File: config.mk
export PLATFORM = sky130hd
export DESIGN_NAME = eth_tx_sched
export DESIGN_NICKNAME = d
export VERILOG_FILES = /design/src/rtl/eth_tx_sched.sv
export SDC_FILE = /design/constraint.sdc
export NUM_CORES = 1
export LEC_CHECK = 0
export CORE_AREA = 2 2 100 102
export CTS_BUF_LIST = sky130_fd_sc_hd__clkbuf_4 sky130_fd_sc_hd__clkbuf_8
export CTS_CLUSTER_SIZE = 20
export DETAILED_ROUTE_END_ITERATION = 16
export DIE_AREA = 0 0 102 104
export PLACE_DENSITY = 0.64
export REMOVE_ABC_BUFFERS = 1
export SETUP_SLACK_MARGIN = 0.3
export SLEW_MARGIN = 20
export SYNTH_ARGS = -nofsm -noshare
export SYNTH_HDL_FRONTEND = slang
export SYNTH_SLANG_ARGS = --single-unit
export TNS_END_PERCENT = 1
File: constraint.sdc
create_clock -name i_eth_clk -period 4.1 [get_ports i_eth_clk]
set_clock_uncertainty 0.1 [all_clocks]
set_input_delay 0.82 -clock i_eth_clk [delete_from_list [all_inputs] [get_ports i_eth_clk]]
set_output_delay 0.82 -clock i_eth_clk [all_outputs]
set_load 0.1 [all_outputs]
File: src/rtl/eth_tx_sched.sv
// rtl/eth_tx_sched.sv - round-robin scheduler sharing one eth_tx_fsm among NUM_REQ requesters
// Optional statistics counters enabled by defining ETH_TX_SCHED_STATS_EN.
module eth_tx_sched #(
    parameter int NUM_REQ      = 4,
    parameter int START_HOLD   = 4,
    parameter int BUSY_TIMEOUT = 64
) (
    input  logic                   i_eth_clk,
    input  logic                   i_rst,
    input  logic [NUM_REQ-1:0]     i_req,
    input  logic [16*NUM_REQ-1:0]  i_req_size,
    input  logic [NUM_REQ-1:0]     i_req_lfsr,
    input  logic [7:0]             i_gap_count,
    input  logic                   i_tx_busy,
    output logic                   o_eth_tx_start,
    output logic [15:0]            o_eth_tx_size,
    output logic                   o_eth_tx_lfsr_enable,
    output logic [7:0]             o_gap_count,
    output logic [2:0]             o_mem_sel,
    output logic [NUM_REQ-1:0]     o_grant,
    output logic [NUM_REQ-1:0]     o_done,
    output logic                   o_err
`ifdef ETH_TX_SCHED_STATS_EN
    ,
    output logic [31:0]            o_frame_count,
    output logic [31:0]            o_byte_count,
    output logic [15:0]            o_err_count
`endif
);

    typedef enum logic [2:0] {IDLE, START_HI, WAIT_BUSY, WAIT_DONE, DONE} state_t;

    state_t               state, state_n;
    logic [15:0]          cnt, cnt_n;
    logic [2:0]           ptr, ptr_n;
    logic                 start_n, lfsr_n, err_n;
    logic [15:0]          size_n;
    logic [7:0]           gap_n;
    logic [2:0]           sel_n;
    logic [NUM_REQ-1:0]   grant_n, done_n;
    logic                 found;
    int                   win;

    always_ff @(posedge i_eth_clk or posedge i_rst) begin
        if (i_rst) begin
            state                <= IDLE;
            cnt                  <= '0;
            ptr                  <= 3'(NUM_REQ - 1);
            o_eth_tx_start       <= 1'b0;
            o_eth_tx_size        <= '0;
            o_eth_tx_lfsr_enable <= 1'b0;
            o_gap_count          <= '0;
            o_mem_sel            <= '0;
            o_grant              <= '0;
            o_done               <= '0;
            o_err                <= 1'b0;
        end else begin
            state                <= state_n;
            cnt                  <= cnt_n;
            ptr                  <= ptr_n;
            o_eth_tx_start       <= start_n;
            o_eth_tx_size        <= size_n;
            o_eth_tx_lfsr_enable <= lfsr_n;
            o_gap_count          <= gap_n;
            o_mem_sel            <= sel_n;
            o_grant              <= grant_n;
            o_done               <= done_n;
            o_err                <= err_n;
        end
    end

    always_comb begin
        state_n = state;
        cnt_n   = cnt;
        ptr_n   = ptr;
        start_n = o_eth_tx_start;
        size_n  = o_eth_tx_size;
        lfsr_n  = o_eth_tx_lfsr_enable;
        gap_n   = o_gap_count;
        sel_n   = o_mem_sel;
        grant_n = o_grant;
        done_n  = '0;
        err_n   = 1'b0;
        found   = 1'b0;
        win     = 0;
        // Search starts just past the last winner so every requester gets its turn.
        for (int i = 1; i <= NUM_REQ; i++) begin
            if (!found && i_req[(int'(ptr) + i) % NUM_REQ]) begin
                found = 1'b1;
                win   = (int'(ptr) + i) % NUM_REQ;
            end
        end
        case (state)
            IDLE: begin
                if (found && !i_tx_busy) begin
                    grant_n = {{(NUM_REQ-1){1'b0}}, 1'b1} << win;
                    sel_n   = 3'(win);
                    ptr_n   = 3'(win);
                    size_n  = i_req_size[16*win +: 16];
                    lfsr_n  = i_req_lfsr[win];
                    gap_n   = i_gap_count;
                    start_n = 1'b1;
                    cnt_n   = 16'd1;
                    state_n = START_HI;
                end
            end
            START_HI: begin
                // cnt holds the number of cycles elapsed since start rose, this one included.
                cnt_n = cnt + 16'd1;
                if (cnt == 16'(START_HOLD)) begin
                    start_n = 1'b0;
                    state_n = WAIT_BUSY;
                end
            end
            WAIT_BUSY: begin
                cnt_n = cnt + 16'd1;
                if (i_tx_busy) begin
                    state_n = WAIT_DONE;
                end else if (cnt == 16'(BUSY_TIMEOUT)) begin
                    done_n  = o_grant;
                    err_n   = 1'b1;
                    state_n = DONE;
                end
            end
            WAIT_DONE: begin
                if (!i_tx_busy) begin
                    done_n  = o_grant;
                    state_n = DONE;
                end
            end
            DONE: begin
                grant_n = '0;
                state_n = IDLE;
            end
            default: state_n = IDLE;
        endcase
    end

`ifdef ETH_TX_SCHED_STATS_EN
    always_ff @(posedge i_eth_clk or posedge i_rst) begin
        if (i_rst) begin
            o_frame_count <= '0;
            o_byte_count  <= '0;
            o_err_count   <= '0;
        end else if (state == DONE) begin
            if (o_err) begin
                if (o_err_count != 16'hFFFF)
                    o_err_count <= o_err_count + 16'd1;
            end else begin
                o_frame_count <= o_frame_count + 32'd1;
                // The engine pads short frames to 60 bytes, so count what goes on the wire.
                o_byte_count  <= o_byte_count +
                                 ((o_eth_tx_size < 16'd60) ? 32'd60 : {16'd0, o_eth_tx_size});
            end
        end
    end
`endif

endmodule
# Yosys cells after proc, flatten, opt, wreduce, memory -nomap -nowiden
# Cells that the tools add are included.
word_totals:
  regBits: 59
  inputBits: 83
  output_inout_bits: 38
  word_cells: 102
classes:
  add_sub_neg: 5
  order_cmp: 5
  eq_ne: 10
  n_shift: 2
  n_mux: 43
  bitwise_logic: 4
  n_reduce_logical: 22
ops:
  columns: ["op", "n"]
  rows:
  - ["$mux 32", 4]
  - ["$shiftx 64x32->16", 1]
  - ["$lt 32x4->1 const B", 1]
  - ["$pmux 16 s2", 1]
  - ["$shl 1x32->4 const A", 1]
  - ["$mux 1", 19]
  - ["$add 16x1->16 const B", 1]
  - ["$eq 16x3->1 const B", 1]
  - ["$eq 16x7->1 const B", 1]
  - ["$lt 3x4->1 const B", 4]
  - ["$mux 16", 1]
  - ["$mux 4", 4]
  - ["$pmux 4 s2", 2]
  - ["$mux 3", 5]
  - ["$pmux 3 s4", 1]
  - ["$bmux 1 s2", 5]
  - ["$reduce_or 2->1", 5]
  - ["$eq 3x2->1 const B", 2]
  - ["$ne 2x2->1 const B", 3]
  - ["$reduce_and 2->1", 3]
  - ["$reduce_bool 2->1", 3]
  - ["$add 2x1->2 const B", 2]
  - ["$add 2x2->2 const B", 2]
  - ["$and 1x1->1 const A", 4]
  - ["9 further kinds", 15]

# Longest topological paths before layout
# Gate-level depths: netlist of the first run.
depth:
  ltp_word: 19
  ltp_mapped: 8
  ltp_nobuf: 7

# Worst setup path before layout of the first run
# OpenSTA, ideal clock, no wires.
synth_timing:
  path_kind: "input-to-reg"
  startpoint: "input port i_req[3]"
  endpoint: "register o_eth_tx_lfsr_enable"
  setup_time_ns: 0.129
  arrival_ns: 2.037
  t_required_ns: 3.871
  path_slack_ns: 1.834
  stages: 8
  path_buffers: 3
  path_cell_list: "or3b_1 > buf_2 > clkinv_2 > a211o_1 > buf_6 > buf_8 > a221oi_2 > a211oi_2"
synth_between:
  elab_chain_len: 16
  word_cells_on_any_way: 31
  cone_classes: "mux (23); reduce/logical (8)"
synth_rtl:
  columns: ["item", "line", "rtl"]
  rows:
  - ["start, declared", "10", "input logic [NUM_REQ-1:0] i_req,"]
  - ["$bmux 1 s2", "88", "if (!found && i_req[(int'(ptr) + i) % NUM_REQ]) begin"]
  - ["$mux 1 (implied by the code) (2 in a row)", "88", null]
  - ["$mux 1", "88", null]
  - ["$logic_not 1->1", "88", null]
  - ["$logic_and 1x1->1", "88", null]
  - ["$mux 1", "88", null]
  - ["$logic_not 1->1", "88", null]
  - ["$logic_and 1x1->1", "88", null]
  - ["$mux 1", "88", null]
  - ["$logic_not 1->1", "88", null]
  - ["$logic_and 1x1->1", "88", null]
  - ["$mux 32", "88", null]
  - ["$bmux 1 s2", "100", "lfsr_n = i_req_lfsr[win];"]
  - ["$mux 1 (implied by the code) (2 in a row)", "100", null]
  - ["end signal, assigned", "63", "o_eth_tx_lfsr_enable <= lfsr_n;"]
  - ["end, declared", "17", "output logic o_eth_tx_lfsr_enable,"]
# Several ways; a longest one is shown, not always the timed one. The select of a mux whose other input is x is not followed.
# A chain may end at the register's enable or synchronous reset.

# Worst setup path after layout of the first run
layout_timing:
  startpoint: "input port i_req[1]"
  endpoint: "register cnt[5]"
layout_between:
  elab_chain_len: 16
  word_cells_on_any_way: 25
  cone_classes: "eq/ne (1); mux (16); reduce/logical (8)"
layout_rtl:
  columns: ["item", "line", "rtl"]
  rows:
  - ["$bmux 1 s2", "88", null]
  - ["$mux 1 (implied by the code) (2 in a row)", "88", null]
  - ["$mux 1", "88", null]
  - ["$logic_not 1->1", "88", null]
  - ["$logic_and 1x1->1", "88", null]
  - ["$mux 1", "88", null]
  - ["$logic_not 1->1", "88", null]
  - ["$logic_and 1x1->1", "88", null]
  - ["$mux 1", "88", null]
  - ["$logic_not 1->1", "88", null]
  - ["$logic_and 1x1->1", "88", null]
  - ["$mux 1 (*)", "88", null]
  - ["$logic_and 1x1->1 (*)", "95", "if (found && !i_tx_busy) begin"]
  - ["$ne 2x2->1 (no line) (*)", null, null]
  - ["$reduce_and 2->1 (no line) (*)", null, null]
  - ["end signal, assigned", "59", "cnt <= cnt_n;"]
  - ["end, declared", "34", "logic [15:0] cnt, cnt_n;"]
# Every way passes the cells marked *; elsewhere a longest branch is shown, timed or not. The select of a mux whose other input is x is not followed.

==> results.ini, run 1 <==
[worst_setup_path]
cp-end-kind = flop
crit_fanout = 16
path_buf_inv = 1
path_cells = clkdlybuf4s50_1 > nor4_1 > o21ai_1 > nand4_1 > xor2_1 > nor2_1
crit_slowest_cell = nor4_1
startpoint_type = input port
crit_family = simple AND/OR/NAND/NOR gates
crit_required_ns = 4.21
worstSetupPathType = in -> reg
cp.arrival_ns = 2.99
cp_slowest_stage_delay_ns = 0.72

[clock_tree]
postCtsSetupRepairBufs = 0
cts.sinks = 58
cts_resized = 0
cts.path.max_buffers = 2
htree_levels = 3
cts_buffers = 9
clk_pin_slew_ns = 0.07
cts_tree = yes
cts_root_buf = clkbuf_8
clkLatencyLatePin_ns = 0.34
hold_buffers = 0

[drt]
wl_per_cell_um = 15.1
ant_nets = 0
via_count = 2901
drc_errors = 0
drt_pass1_iterations = 7
vias_per_cell = 4.98
first_iter_violations = 157
wirelength_um = 8810

[die]
start_util_pct = 33.8
die_h_um = 104
coreArea_um2 = 9550
die_x_um = 102
num_rows = 36
io_pins = 121
design.die.area_um2 = 10600

[global_routing]
grt_first_pass_wirelength_um = 14500
grt.total_usage_pct = 17.3
gr-total-overflow = 0
grt_pass1_vias = 2902
grt_start_max_net_pins = 39
antenna_found_initial = 0

[yosys]
synth_compound_area_share_pct = 17.4
netlist_instances = 329
yosys.area_share.xor_xnor_pct = 3.79
synthAdderAreaFrac_pct = 0.774
yosysWarnings = 0
ys_ff_latch = 58
synth_ff_type = dfrtp_1
avgSynthCellArea_um2 = 9.82
synth_top_family_by_area = simple AND/OR/NAND/NOR gates
synth_mux_area_share_pct = 8.05
ys_types = 49
synth_seq_area_share_pct = 45.0
yosys.area_share.simple_pct = 18.9
async_reset_ff_share_pct = 100
synth_edf_count = 0
syn_area_um2 = 3230

[pwr]
power.total_uw = 3890
power_density_nw_per_um2 = 819
max-vdd-ir-drop_uv = 401
p_leak_uw = 0.00203

[timing]
final_max_slew_viol_count = 0
finalCriticalPeriod_ns = 2.88
hold_violations = 0
maxSlewHeadroom_pct = 32.7
layout_setup_ws_ns = 1.22
finalSetupViolations = 0
max_freq_mhz = 347
tightest_slew_ns = 1.01
final.period_utilization_pct = 70.2
rsz0062_at_grt = no

[final_layout]
diodes = 0
final_layout_size_suffix_gt1_share_pct = 12.9
nFillCells = 909
multi_input_area_um2 = 1600
utilization_pct = 49.8
seqCellArea_um2 = 1450
design_area_um2 = 4760
area_growth_pct = 47.2
final_nets = 530

[placed_design]
place_congestion = 0.767
dpl_cell_area_um2 = 4520
port_buffers = 119
place_hpwl_um = 6240
post-place-ws_ns = 0.874

[hold_path]
hp-class = reg -> reg

[outcome]
outcome = finished, final reports clean

[flow_run]
drv_cap = 0

[through the flow]
| step | hold slack [ns] | setup TNS, ns | instances |
|---|---|---|---|
| after floorplan | 0.402 | -9.10 | 306 |
| after global placement | 0.395 | 0 | 567 |
| after detailed placement | 0.394 | 0 | 567 |
| after CTS | 0.409 | 0 | 583 |
| after global routing | 0.425 | 0 | 583 |
| final | 0.407 | 0 | 583 |
[flip-flops by register name, indices dropped and copies added (netlist names)]
name and cells:
o_eth_tx_size 16, o_mem_sel 2, o_grant 4, state 3, o_done 4, ptr 2
o_err 1, o_eth_tx_start 1, o_gap_count 8, cnt 16, o_eth_tx_lfsr_enable 1
[metal layers]
| metal | GRT usage (%) | vias to the layer above | wire length (um) |
|---|---|---|---|
| met2 | 26.5 | 90 | 4240 |
| met3 | 4.30 | 13 | 526 |
| met1 | 22.6 | 1408 | 3840 |
| met4 | 8.67 | 0 | 207 |
| met5 | 0 | - | 0 |
| li1 | - | 1390 | - |
[layout make-up]
cell class,count,area share [%]
Tap cell,133,3.50
Clock inverter,4,1.53
Multi-Input combinational cell,236,33.5
Clock buffer,12,3.47
Inverter,12,0.973
Timing Repair Buffer,128,26.5
Sequential cell,58,30.6
[cell usage in the layout (no fill, tap or decap), drive strengths merged, types with 11 or more instances in the layout]
cell type	count
mux2i	17
dfrtp	56
inv	11
nor2	62
a211oi	18
a221oi	17
xor2	11
clkdlybuf4s50	119
nand2	27
clkbuf	12
[logic make-up after synthesis]
group	count (synthesis)
flip-flops	58
other	1
XOR/XNOR	14
adder cells (fa/ha/maj)	2
AND/OR/NAND/NOR	132
buffers and inverters	35
multiplexers	25
AO/OA/AOI/OAI	62
[Yosys cell counts, drive strengths merged (9+ instances only)]
master   n  area [um2]
a211oi  18         188
a221oi  17         199
buf     17         123
dfrtp   56        1400
inv     11        41.3
mux2i   17         170
nand2   27         101
nand4    9        56.3
nor2    62         233
xor2    11        96.3
[worst paths after layout]
path / slack, ns / end / cells after the start / from
min in group asynchronous: 0.69 / o_eth_tx_size[15] / 2 / i_rst
setup / recovery: 1.22 / cnt[5] / 6 / i_req[1]
hold reg to reg: 0.41 / o_grant[3] / 2 / o_grant[3]
max in group asynchronous: 2.48 / ptr[1] / 3 / i_rst
setup reg to reg: 1.78 / o_eth_tx_size[7] / 7 / ptr[1]
hold / removal: 0.41 / o_grant[3] / 2 / o_grant[3]
[worst register-to-register path: stages (launching register included)]
cell,delay (ns)
dfstp_2,0.57
or3b_1,0.14
buf_4,0.25
clkinv_2,0.13
a211oi_4,0.20
buf_4,0.35
mux2i_1,0.34
a211oi_2,0.10
[power breakdown]
group          switching (uW)  total [uW]  internal (uW)  leakage, uW
Sequential                156         935            779     0.000714
Combinational            1690        2330            644      0.00120
Clock                     237         628            391     0.000119
Total                    2080        3890           1810      0.00203
No activity file was read; power rests on OpenSTA's default activity.
==> inputs of run 2 (changes only) <==
==> constraint.sdc (replaced) <==
create_clock -name i_eth_clk -period 2.9 [get_ports i_eth_clk]
set_clock_uncertainty 0.1 [all_clocks]
set_input_delay 0.58 -clock i_eth_clk [delete_from_list [all_inputs] [get_ports i_eth_clk]]
set_output_delay 0.58 -clock i_eth_clk [all_outputs]
set_load 0.1 [all_outputs]
==> run 2 against run 1 <==
Effect of this change: critical path depth grew 2; sequential share of layout area is essentially flat; flip-flop and latch count did not move; critical endpoint is now o_eth_tx_size[13]; design area about the same; combinational power is 41% higher; sequential power is 41% higher; register-to-register slack got worse by 0.89 ns; first-iteration DRC count rose by 24%; global-route usage up 0.17 points; count of clock-buffer cells in the layout down 3; largest cell class unchanged.
==> results.ini, run 2 (synthesis gave the netlist of run 1 again) <==
[pwr]
max-vdd-ir-drop_uv = 867
power.total_uw = 5520
power_density_nw_per_um2 = 1160
p_leak_uw = 0.00211

[timing]
final_max_slew_viol_count = 0
tns_ns = 0
final.period_utilization_pct = 79.7
max_freq_mhz = 432
finalSetupViolations = 0
maxSlewHeadroom_pct = 62.1
rsz0062_at_grt = no
finalCriticalPeriod_ns = 2.31
tightest_slew_ns = 0.568
hold_violations = 0

[placed_design]
port_buffers = 119
dpl_cell_area_um2 = 4520
place_hpwl_um = 6290
place_congestion = 0.765

[final_layout]
final_layout_size_suffix_gt1_share_pct = 22.0
area_growth_pct = 47.2
final_common_cell = clkdlybuf4s50_1
layout_common_cells = clkdlybuf4s50_1 (82), nor2_1 (62), dfrtp_1 (56)
final_nets = 535
diodes = 0
reg.largest.list = cnt x16, o_eth_tx_size x16, o_gap_count x8
design_area_um2 = 4760

[drt]
wl_per_cell_um = 15.0
vias_per_cell = 4.94
via_count = 2907
m1WireLength_um = 3760
wirelength_um = 8800
wl_met2_um = 4400
drt_pass1_iterations = 4
ant_nets = 0
first_iter_violations = 195
routed.top_layer = met4
drc_errors = 0
dr_wl_met3_um = 557

[global_routing]
antenna_found_initial = 0
grt.total_usage_pct = 17.5
grt_pass1_vias = 3055
grt_first_pass_wirelength_um = 14800
grt_start_max_net_pins = 36
gr-total-overflow = 0

[clock_tree]
clkLatencyLatePin_ns = 0.34
cts_buffers = 9
cts.path.max_buffers = 2
postCtsSetupRepairBufs = 0
cts_tree = yes
hold_buffers = 0
cts_resized = 0
clk_pin_slew_ns = 0.07
cts.sinks = 58
htree_levels = 3
cts_root_buf = clkbuf_8

[hold_path]
hp-class = reg -> reg

[worst_setup_path]
path_cells = clkdlybuf4s50_1 > nor4_1 > buf_4 > nor4_4 > nand3_2 > buf_4 > a221oi_1 > a211oi_1
cp.arrival_ns = 2.42
endpoint = o_eth_tx_size[13]
startpoint = i_req[3]
r2r-end = o_eth_tx_size[13]
crit_slowest_cell = clkdlybuf4s50_1
crit_fanout = 16
cp_slowest_stage_delay_ns = 0.56
reg2reg_from = state[1]
startpoint_type = input port
cp-end-kind = flop
crit_top_cell = buf_4
worstSetupPathType = in -> reg
reg2reg_depth = 6
r2r_setup_slack_ns = 0.89
crit_required_ns = 3.01

[die]
start_util_pct = 33.8
die_x_um = 102
coreArea_um2 = 9550
design.die.area_um2 = 10600
io_pins = 121
num_rows = 36
die_h_um = 104

[flow_run]
drv_cap = 0

[outcome]
outcome = finished, final reports clean

==> run 2: final cells by class <==
type / instances / area, um2
Fill cell: 939 / 4790
Multi-Input combinational cell: 236 / 1600
Sequential cell: 58 / 1450
Timing Repair Buffer: 133 / 1250
Tap cell: 133 / 166
Clock buffer: 9 / 124
Clock inverter: 7 / 116
Inverter: 12 / 46.3
==> run 2: worst max-delay path, delay by kind of cell <==
family	cells	cell delay, ns
simple gates	3	0.58
compound gates	2	0.32
buf+inv	3	0.94
==> run 2: routing by layer <==
layer  track usage [%]  up-vias
met4              4.76        0
met3              5.44        7
met1              22.4     1404
met2              28.3       86
li1                  -     1410
met5                 0        -
==> run 2: how the worst min path moves through the flow <==
stage                         from        endpoint  slack (ns)  cells past startpoint
finish              o_gap_count[1]  o_gap_count[1]        0.41                      1
global placement    o_gap_count[5]  o_gap_count[5]        0.39                      1
global route        o_gap_count[5]  o_gap_count[5]        0.43                      1
floorplan                   ptr[0]          ptr[0]        0.40                      2
detailed placement  o_gap_count[6]  o_gap_count[6]        0.40                      1
CTS                 o_gap_count[4]  o_gap_count[4]        0.42                      1
==> run 2: stage by stage <==
stage | cells | hold WS (ns) | setup WS, ns | utilization, %
detailed placement | 572 | 0.400 | 0.245 | 47.3
CTS | 588 | 0.419 | 0.588 | 49.8
global route | 588 | 0.429 | 0.423 | 49.8
floorplan | 306 | 0.402 | -1.45 | -
finish | 588 | 0.411 | 0.588 | 49.8
global placement | 572 | 0.393 | 0.284 | 47.3
==> run 2: report_power, final <==
part	switching, uW	internal, uW
logic	2400	886
clock network	343	570
registers	215	1100
